File: src/rtl/cpu_pkg.sv
// Shared types and constants for the pipeline hazard controller.
//   hazard_state_t : controller FSM state (RUN / MEM_WAIT / BUBBLE)
//   NOP_INSTR      : encoding the stage registers load on a flush (addi x0, x0, 0)
package cpu_pkg;

    typedef enum logic [1:0] {
        RUN,
        MEM_WAIT,
        BUBBLE
    } hazard_state_t;

    localparam logic [31:0] NOP_INSTR = 32'h0000_0013;

endpackage

File: src/rtl/sat_counter.sv
// Saturating up-counter used for performance statistics.
//   clk  : clock, rising edge
//   rstn : asynchronous active-low reset (count -> 0)
//   clr  : synchronous clear, takes priority over inc
//   inc  : count this cycle
//   q    : current count, sticks at all-ones
module sat_counter #(
    parameter int unsigned W = 32
) (
    input  logic         clk,
    input  logic         rstn,
    input  logic         clr,
    input  logic         inc,
    output logic [W-1:0] q
);

    logic [W-1:0] cnt_d;
    logic [W-1:0] cnt_q;

    always_comb begin
        cnt_d = cnt_q;
        if (clr) begin
            cnt_d = '0;
        end else if (inc && (cnt_q != '1)) begin
            cnt_d = cnt_q + W'(1);
        end
    end

    always_ff @(posedge clk or negedge rstn) begin
        if (!rstn) begin
            cnt_q <= '0;
        end else begin
            cnt_q <= cnt_d;
        end
    end

    assign q = cnt_q;

endmodule

File: src/rtl/pipeline_hazard_controller.sv
// Hazard sequencer for a 5-stage pipeline, sitting beside the stage registers.
// Stalls IF/ID on load-use, squashes IF/ID and ID/EX on EX-resolved redirects (plus
// REDIRECT_BUBBLES extra IF/ID squash cycles), and freezes the whole pipe while a data
// memory access waits for mem_ready, aborting with a mem_fault pulse after MEM_TIMEOUT.
// Ports:
//   clk, rstn                      clock / asynchronous active-low reset
//   id_rs1, id_rs2                 sources of the instruction in ID
//   ex_rd, ex_mem_read             destination / is-load of the instruction in EX
//   ex_redirect                    taken branch or jump resolved in EX
//   mem_req, mem_ready             MEM stage access pending / completing
//   perf_clr                       synchronous clear of both perf counters
//   stall_if/id/ex/mem             hold PC and stage registers
//   flush_id, flush_ex             load NOP into IF/ID, ID/EX
//   mem_fault                      one-cycle pulse on memory wait timeout
//   stall_cnt, flush_cnt           saturating cycle counts of stall_if / flush_id
module pipeline_hazard_controller
    import cpu_pkg::*;
#(
    parameter int unsigned REDIRECT_BUBBLES = 1,
    parameter int unsigned MEM_TIMEOUT      = 64,
    parameter int unsigned CNT_W            = 32
) (
    input  logic             clk,
    input  logic             rstn,
    input  logic [4:0]       id_rs1,
    input  logic [4:0]       id_rs2,
    input  logic [4:0]       ex_rd,
    input  logic             ex_mem_read,
    input  logic             ex_redirect,
    input  logic             mem_req,
    input  logic             mem_ready,
    input  logic             perf_clr,
    output logic             stall_if,
    output logic             stall_id,
    output logic             stall_ex,
    output logic             stall_mem,
    output logic             flush_id,
    output logic             flush_ex,
    output logic             mem_fault,
    output logic [CNT_W-1:0] stall_cnt,
    output logic [CNT_W-1:0] flush_cnt
);

    localparam int unsigned TMO_W = (MEM_TIMEOUT > 2) ? $clog2(MEM_TIMEOUT) : 1;
    localparam int unsigned BUB_W = 4;
    localparam logic [TMO_W-1:0] TMO_LAST = TMO_W'(MEM_TIMEOUT - 1);
    localparam logic [BUB_W-1:0] BUB_LOAD = BUB_W'(REDIRECT_BUBBLES);

    hazard_state_t    state_d, state_q;
    logic [TMO_W-1:0] tmo_d, tmo_q;
    logic [BUB_W-1:0] bub_d, bub_q;

    logic mem_wait;
    logic timeout_hit;
    logic load_use;

    // Raw (pre-reset-gating) output values.
    logic s_if, s_id, s_ex, s_mem, f_id, f_ex, fault;

    always_comb begin
        mem_wait    = mem_req & ~mem_ready;
        // tmo_q counts wait cycles already spent, so this is the MEM_TIMEOUT-th one.
        timeout_hit = mem_wait && (tmo_q == TMO_LAST);
        load_use    = ex_mem_read && (ex_rd != 5'd0) &&
                      ((ex_rd == id_rs1) || (ex_rd == id_rs2));

        s_if    = 1'b0;
        s_id    = 1'b0;
        s_ex    = 1'b0;
        s_mem   = 1'b0;
        f_id    = 1'b0;
        f_ex    = 1'b0;
        fault   = 1'b0;
        state_d = state_q;
        tmo_d   = '0;
        bub_d   = bub_q;

        if (mem_wait && !timeout_hit) begin
            // Whole pipe frozen; a pending redirect stays visible in EX and is
            // handled once memory completes.
            s_if    = 1'b1;
            s_id    = 1'b1;
            s_ex    = 1'b1;
            s_mem   = 1'b1;
            state_d = MEM_WAIT;
            tmo_d   = tmo_q + TMO_W'(1);
        end else begin
            // Timeout cycle releases the stalls and otherwise behaves like a normal cycle.
            fault = timeout_hit;
            if (ex_redirect) begin
                f_id = 1'b1;
                f_ex = 1'b1;
                if (REDIRECT_BUBBLES > 0) begin
                    state_d = BUBBLE;
                    bub_d   = BUB_LOAD;
                end else begin
                    state_d = RUN;
                end
            end else if (state_q == BUBBLE) begin
                // ID holds a wrong-path fetch, so load-use is irrelevant here.
                f_id = 1'b1;
                if (bub_q <= BUB_W'(1)) begin
                    bub_d   = '0;
                    state_d = RUN;
                end else begin
                    bub_d = bub_q - BUB_W'(1);
                end
            end else begin
                state_d = RUN;
                if (load_use) begin
                    s_if = 1'b1;
                    s_id = 1'b1;
                    f_ex = 1'b1;
                end
            end
        end
    end

    // Nothing may stall or squash the pipe while it is held in reset.
    always_comb begin
        stall_if  = rstn & s_if;
        stall_id  = rstn & s_id;
        stall_ex  = rstn & s_ex;
        stall_mem = rstn & s_mem;
        flush_id  = rstn & f_id;
        flush_ex  = rstn & f_ex;
        mem_fault = rstn & fault;
    end

    always_ff @(posedge clk or negedge rstn) begin
        if (!rstn) begin
            state_q <= RUN;
            tmo_q   <= '0;
            bub_q   <= '0;
        end else begin
            state_q <= state_d;
            tmo_q   <= tmo_d;
            bub_q   <= bub_d;
        end
    end

    sat_counter #(
        .W(CNT_W)
    ) u_stall_cnt (
        .clk (clk),
        .rstn(rstn),
        .clr (perf_clr),
        .inc (stall_if),
        .q   (stall_cnt)
    );

    sat_counter #(
        .W(CNT_W)
    ) u_flush_cnt (
        .clk (clk),
        .rstn(rstn),
        .clr (perf_clr),
        .inc (flush_id),
        .q   (flush_cnt)
    );

endmodule

File: config.mk
export PLATFORM = sky130hd
export DESIGN_NAME = pipeline_hazard_controller
export DESIGN_NICKNAME = d
export VERILOG_FILES = /design/src/rtl/cpu_pkg.sv /design/src/rtl/sat_counter.sv /design/src/rtl/pipeline_hazard_controller.sv
export SDC_FILE = /design/constraint.sdc
export NUM_CORES = 1
export LEC_CHECK = 0
export CAP_MARGIN = 20
export CORE_ASPECT_RATIO = 1.5
export CORE_MARGIN = 2
export CORE_UTILIZATION = 35
export DETAILED_ROUTE_END_ITERATION = 6
export SLEW_MARGIN = 10
export SYNTH_ARGS = -nofsm -noshare
export SYNTH_HDL_FRONTEND = slang
export SYNTH_HIERARCHICAL = 1
export SYNTH_SLANG_ARGS = --single-unit
export TNS_END_PERCENT = 10
File: constraint.sdc
create_clock -name clk -period 3.5 [get_ports clk]
set_input_delay 0.875 -clock clk [delete_from_list [all_inputs] [get_ports clk]]
set_output_delay 0.875 -clock clk [all_outputs]
set_load 0.01 [all_outputs]
== Yosys cells after proc, flatten, opt, wreduce, memory -nomap -nowiden ==
Index checks and enable logic that the tools add are counted.
Operators by class
  $add $sub $neg: 4
  magnitude comparators: 1
  equal/unequal tests: 7
  multiplexer cells: 23
  bitwise gates (word level): 8
  reduce and logical (&&, ||, !) cells: 13
Operators by type and width (count)
  two-way mux 32 bit: 4
  adder 32 x 1 -> 32 bit (second input constant): 2
  inequality test 32 bit (second input constant): 2
  two-way mux 4 bit: 3
  two-way mux 1 bit: 11
  equality test 5 bit: 2
  two-way mux 2 bit: 4
  adder 6 x 1 -> 6 bit (second input constant): 1
  AND 1 bit: 6
  equality test 6 bit (second input constant): 1
  logical AND 1 bit: 6
  two-way mux 6 bit: 1
  nonzero test 2 bit: 3
  nonzero test 5 bit: 1
  less-or-equal comparator 4 x 1 -> 1 bit (second input constant): 1
  inequality test 4 x 3 -> 1 bit (second input constant): 1
  subtractor 4 x 1 -> 4 bit (second input constant): 1
  equality test 2 bit (second input constant): 1
  NOT 1 bit: 2
  AND reduction 2 bit: 1
  zero test 1 bit: 1
  logical OR 1 bit: 1
Storage, ports and cells
  flip-flop bits (word level): 76
  input port bits: 22
  output and inout port bits: 71
  logic and storage cells: 61

== Longest topological paths before layout ==
  word-level depth: 11
  mapped depth: 13
  gate-level depth less buffers: 11

== By module ==
The synthesis kept the hierarchy.
By module, submodules not included
  sat_counter: times used 2, cells an instance 198, area each 1854.3 um^2
  pipeline_hazard_controller: times used 1, cells an instance 85, area each 782.0 um^2

== Least setup slack after synthesis ==
No wires, ideal clock.
  path type: input to register
  from: in ex_rd[2]
  to: reg u_stall_cnt.cnt_q[31] (netlist: u_stall_cnt/q[31])
  library setup time: 0.125 ns
  data arrival time: 3.244 ns
  data required time: 3.375 ns
  setup slack: 0.132 ns
  stages on the path: 10
  cells stage by stage: xor2_1 nor3_1 a22oi_1 o31ai_1 and3_1 nand4_1 a21o_1 buf_2 nor4_1 mux2_2
Between the ends
  word-level cells in the longest chain between the ends: 10
Ends and longest elaborated chain
  from (decl): RTL line pipeline_hazard_controller.sv:27  | input logic [4:0] ex_rd,
  equality test 5 bit / nonzero test 5 bit (equally long branches): RTL line pipeline_hazard_controller.sv:65, pipeline_hazard_controller.sv:64
  logical OR 1 bit / logical AND 1 bit (equally long branches): RTL line pipeline_hazard_controller.sv:65, pipeline_hazard_controller.sv:64
  logical AND 1 bit *: RTL line pipeline_hazard_controller.sv:64  | load_use = ex_mem_read && (ex_rd != 5'd0) &&
  two-way mux 1 bit * (4 in a row)
  AND 1 bit *
  via stall_id: RTL line pipeline_hazard_controller.sv:34  | output logic stall_id,
  logical AND 1 bit *: RTL line sat_counter.sv:24  | end else if (inc && (cnt_q != '1)) begin
  nonzero test 2 bit (no source line) *
  to (signal assigned): RTL line sat_counter.sv:33  | cnt_q <= cnt_d;
  to (decl): RTL line sat_counter.sv:18  | logic [W-1:0] cnt_q;
Mark *: on every way through the listed nets, which the timed path passes. The rest lies on a longest branch.
A chain may end at the register's enable or synchronous reset.

== Worst setup path in the final report ==
  from: in ex_rd[2]
  to: out stall_id
Between the ends
  word-level cells in the longest chain between the ends: 8
Ends and longest elaborated chain
  equality test 5 bit / nonzero test 5 bit (equally long branches): RTL line pipeline_hazard_controller.sv:65, pipeline_hazard_controller.sv:64
  logical OR 1 bit / logical AND 1 bit (equally long branches): RTL line pipeline_hazard_controller.sv:65, pipeline_hazard_controller.sv:64
  logical AND 1 bit *: RTL line pipeline_hazard_controller.sv:64
  two-way mux 1 bit *: RTL line pipeline_hazard_controller.sv:110  | if (load_use) begin
  two-way mux 1 bit *: RTL line pipeline_hazard_controller.sv:99  | end else if (state_q == BUBBLE) begin
  two-way mux 1 bit *: RTL line pipeline_hazard_controller.sv:90  | if (ex_redirect) begin
  two-way mux 1 bit *: RTL line pipeline_hazard_controller.sv:78  | if (mem_wait && !timeout_hit) begin
  AND 1 bit *: RTL line pipeline_hazard_controller.sv:122  | stall_id = rstn & s_id;
  to (decl): RTL line pipeline_hazard_controller.sv:34
Mark *: on every way between the ends. The rest lies on a longest branch, timed or not.

==> summary.md <==
| Metric | Value |
|---|---|
| First-pass GRT wire length | `around 19 mm` |
| Worst Path Required | `roughly 2.6 ns` |
| Clk pin slew, worst setup/hold paths | `0.05 ns` |
| Crit path largest cell delay | `0.54 ns` |
| Initial drt markers | `137` |
| Hold_buf cts | `0` |
| DRT antenna net count | `0` |
| H-tree depth | `3` |
| Wire length per cell | `around 15 um` |
| Hold Path Class | `flip-flop to flip-flop` |
| Die height | `142.7 um` |
| Clock Path Buffers | `2` |
| Max frequency | `between 200 and 300 MHz` |
| Worst Skew | `0.005803 ns` |
| Cells along the critical path | `clkdlybuf4s50_1 -> or4_1 -> o21ai_2 -> o31ai_2 -> buf_4 -> buf_4 -> dlygate4sd2_1` |
| Row cnt | `50` |
| Via density per instance | `~5.4` |
| Arrival time worst endpoint | `2.69 ns` |
| Overall Global Routing Usage | `between 10% and 20%` |
| Worst setup SP type | `primary input` |
| Initial Util | `between 30% and 40%` |
| VDD IR max | `~0.21 mV` |
| Failing checks | `setup timing` |
| Count leader, synth | `dfrtp_1` |
| CP delay by family, top | `buffers and inverters` |
| Synth top cells by count | `dfrtp_1 (76), nor2_1 (64), nand2_1 (27)` |
| Combinational share of power | `7.6%` |
| WL final | `11.64 mm` |
| Fin cells | `~750` |
| PortBufs | `92` |
| Initial antenna violation count | `0` |
| Mapped Nets | `508` |
| Static Leak | `~2.5 nW` |
| Vias in the first global route | `approximately 4000` |
| Fillers | `~1200` |
| Worst relative slew slack | `between 50% and 60%` |
| Clk pwr share | `between 50 and 60%` |
| Final number of max-transition violations | `0` |
| Clock insertion delay at the later pin of the skew report | `~0.34 ns` |
| Setup ws final | `-0.06114 ns` |
| Reg2reg start | `tmo_q[0]` |
| Critical path buffer and inverter count | `4` |
| Fin crit period | `3.561 ns` |
| Unique masters post-synth | `52` |
| Layout cells sized above 1 | `14.09%` |
| Main synth FF type | `dfrtp_1` |
| Die area | `0.01377 mm^2` |
| Pwr dens | `around 350 mW/mm^2` |
| Worst slew pin tran | `around 0.74 ns` |
| Gpl congestion | `between 0.8 and 0.9` |
| Reg2Reg Depth | `12` |
| Core Area | `approximately 0.013 mm^2` |
| Switching part of the total | `between 20% and 30%` |
| Hold Startpoint | `tmo_q[0]` |
| Placed insts | `roughly 740` |
| Fin. Hold Viols | `0` |
| Clk sinks | `76` |
| Seq/Total Area, Yosys | `42.35%` |
| Max_cap viols | `0` |
| Pin count of the biggest net entering global routing | `between 80 and 90` |
| Most Frequent Cell on Critical Path | `buf_4` |
| Critical path class | `primary input to output pin` |
| P_int | `roughly 0.0017 W` |
| Final nets | `approximately 620` |
| Synthesis-to-finish area growth | `35.86%` |
| HPWL Detailed | `8.353 mm` |
| Grt ovf | `0` |
| DR DRC count | `0` |
| Crit path max fanout | `3` |
| DRT Pass-1 Iters | `5` |
| Internal reg-to-reg setup slack | `~0.69 ns` |
| Syn Inst Count | `481` |
| Async set or reset register ratio after synthesis | `100.0%` |
| Synthesized flop and latch total | `between 70 and 80` |
| Number of CTS-inserted buffers | `9` |
| Tcrit/Tclk final | `101.7%` |
| Setup crit end kind | `output pin` |
| WHS Endpoint | `tmo_q[0]` |
| Synth area leader | `dfrtp_1` |
| Yosys top cell area share | `42.35%` |
| CTS root buf | `clkbuf_16` |
| Unrepaired setup endpoints after global routing | `yes` |
| Area contributors post-synth | `dfrtp_1 (42%), nor2_1 (5.3%), xnor2_1 (4.5%)` |
| Die width | `approximately 96 um` |
| Synth Warn # | `6` |
| Reg2reg end | `u_flush_cnt/q[25]` |
| Critical path's slowest cell | `or4_1` |
| Diodes inserted | `0` |
| Reg power frac | `42.2%` |
| I/O Pins | `93` |
| CTS tree | `built` |
| Status | `finished with violations` |
| Post-synth EDFFs | `0` |
| Smallest hold slack | `about 0.46 ns` |
| Final setup vio count | `1` |
| Mapped cell area | `approximately 0.0045 mm^2` |
| Mean area per synthesized cell | `approximately 9.3 um^2` |
| Detailed-route via count | `between 4000 and 5000` |
| Psw | `between 0.0004 and 0.0005 W` |
| Min-Delay Path Depth | `1` |
==> sequential cells by signal (all words and copies together), names as in the netlist <==
name / flops
tmo_q: 6
u_stall_cnt/q: 32
bub_q: 4
u_flush_cnt/q: 32
state_q: 2
==> cell type report <==
type,count,area [um^2],area share (%)
multi-input cells,370,2475,40.57
flip-flops and latches,76,1902,31.17
repair buffers,116,1116,18.29
clock buffers,10,239.0,3.917
well taps,156,195.2,3.199
clock inverters,5,100.1,1.641
inverters,19,73.82,1.210
==> metrics by stage <==
| stage | utilization (%) | worst slack (ns) | instance area (um^2) | setup TNS [ns] | total power (W) |
|---|---|---|---|---|---|
| global placement | 45.69 | -0.2485 | 5717 | -2.394 | 0.001070 |
| floorplan | - | 0.1315 | 4491 | 0 | 0.0009797 |
| global route | 48.76 | -0.1323 | 6101 | -0.1364 | 0.002207 |
| detailed placement | 45.69 | -0.2946 | 5717 | -3.225 | 0.001073 |
| finish | 48.76 | -0.06114 | 6101 | -0.06114 | 0.002122 |
| CTS | 48.45 | -0.1500 | 6062 | -0.1500 | 0.002161 |
==> power groups by stage <==
stage | clock [W] | combinational (W) | sequential (W)
floorplan | 0 | 0.0000692 | 0.000911
global placement | 0 | 0.000160 | 0.000910
detailed placement | 0 | 0.000162 | 0.000910
CTS | 0.00110 | 0.000163 | 0.000894
global route | 0.00113 | 0.000182 | 0.000895
finish | 0.00106 | 0.000162 | 0.000895
==> worst max-delay path by stage <==
stage | startpoint | to | slack, ns | cells after the start
final | ex_rd[2] | stall_id | -0.06 | 7
after global routing | ex_rd[2] | stall_id | -0.13 | 7
after CTS | ex_rd[2] | stall_if | -0.15 | 7
after detailed placement | ex_rd[2] | u_stall_cnt/q[31] | -0.29 | 11
after global placement | ex_rd[2] | stall_id | -0.25 | 7
after floorplan | ex_rd[2] | u_stall_cnt/q[31] | 0.13 | 10
==> layout by cell type (no fill, tap or decap), drive strengths merged, types with 3 or more instances in the layout <==
master / instances
bufinv: 3
o21ai: 13
clkdlybuf4s50: 85
nand3: 29
nor2: 64
mux2: 12
nand2b: 4
xor2: 17
a31o: 4
a21oi: 23
xnor2: 23
o31ai: 10
clkbuf: 10
inv: 19
or3: 10
a21o: 6
ha: 5
nor3: 13
buf: 26
or4: 8
nand2: 27
dfrtp: 76
a211oi: 10
dlygate4sd2: 4
nand4b: 3
and2: 9
nand4: 14
and3: 16
nor4: 14
nor2b: 14
a31oi: 4
==> cells by family (layout without fill, tap and decap cells) <==
group           Yosys count  count (layout)  synth area share (%)
simple gates            232             232                 29.03
compound gates           79              79                 12.37
flops                    76              76                 42.35
xor+xnor                 40              40                 7.801
buf+inv                  35             150                 3.427
mux                      14              14                 3.622
fa+ha+maj                 5               5                 1.393
==> metal layers <==
metal / up-vias / part of all wire, % / global-route usage (%)
li1: 1948 / - / -
met3: 12 / 4.7 / 4.169
met5: - / 0 / 0
met2: 101 / 52 / 31.18
met4: 0 / 1.9 / 7.265
met1: 1987 / 42 / 20.25
==> what timing repair did <==
| action | in CTS | in global routing |
|---|---|---|
| endpoints found under the setup margin | 6 | 4 |
| pin swaps | 1 | 2 |
| buffers inserted | 0 | 1 |
| resized for setup | 8 | 7 |
Note: power is estimated with default switching activity, not from simulation.
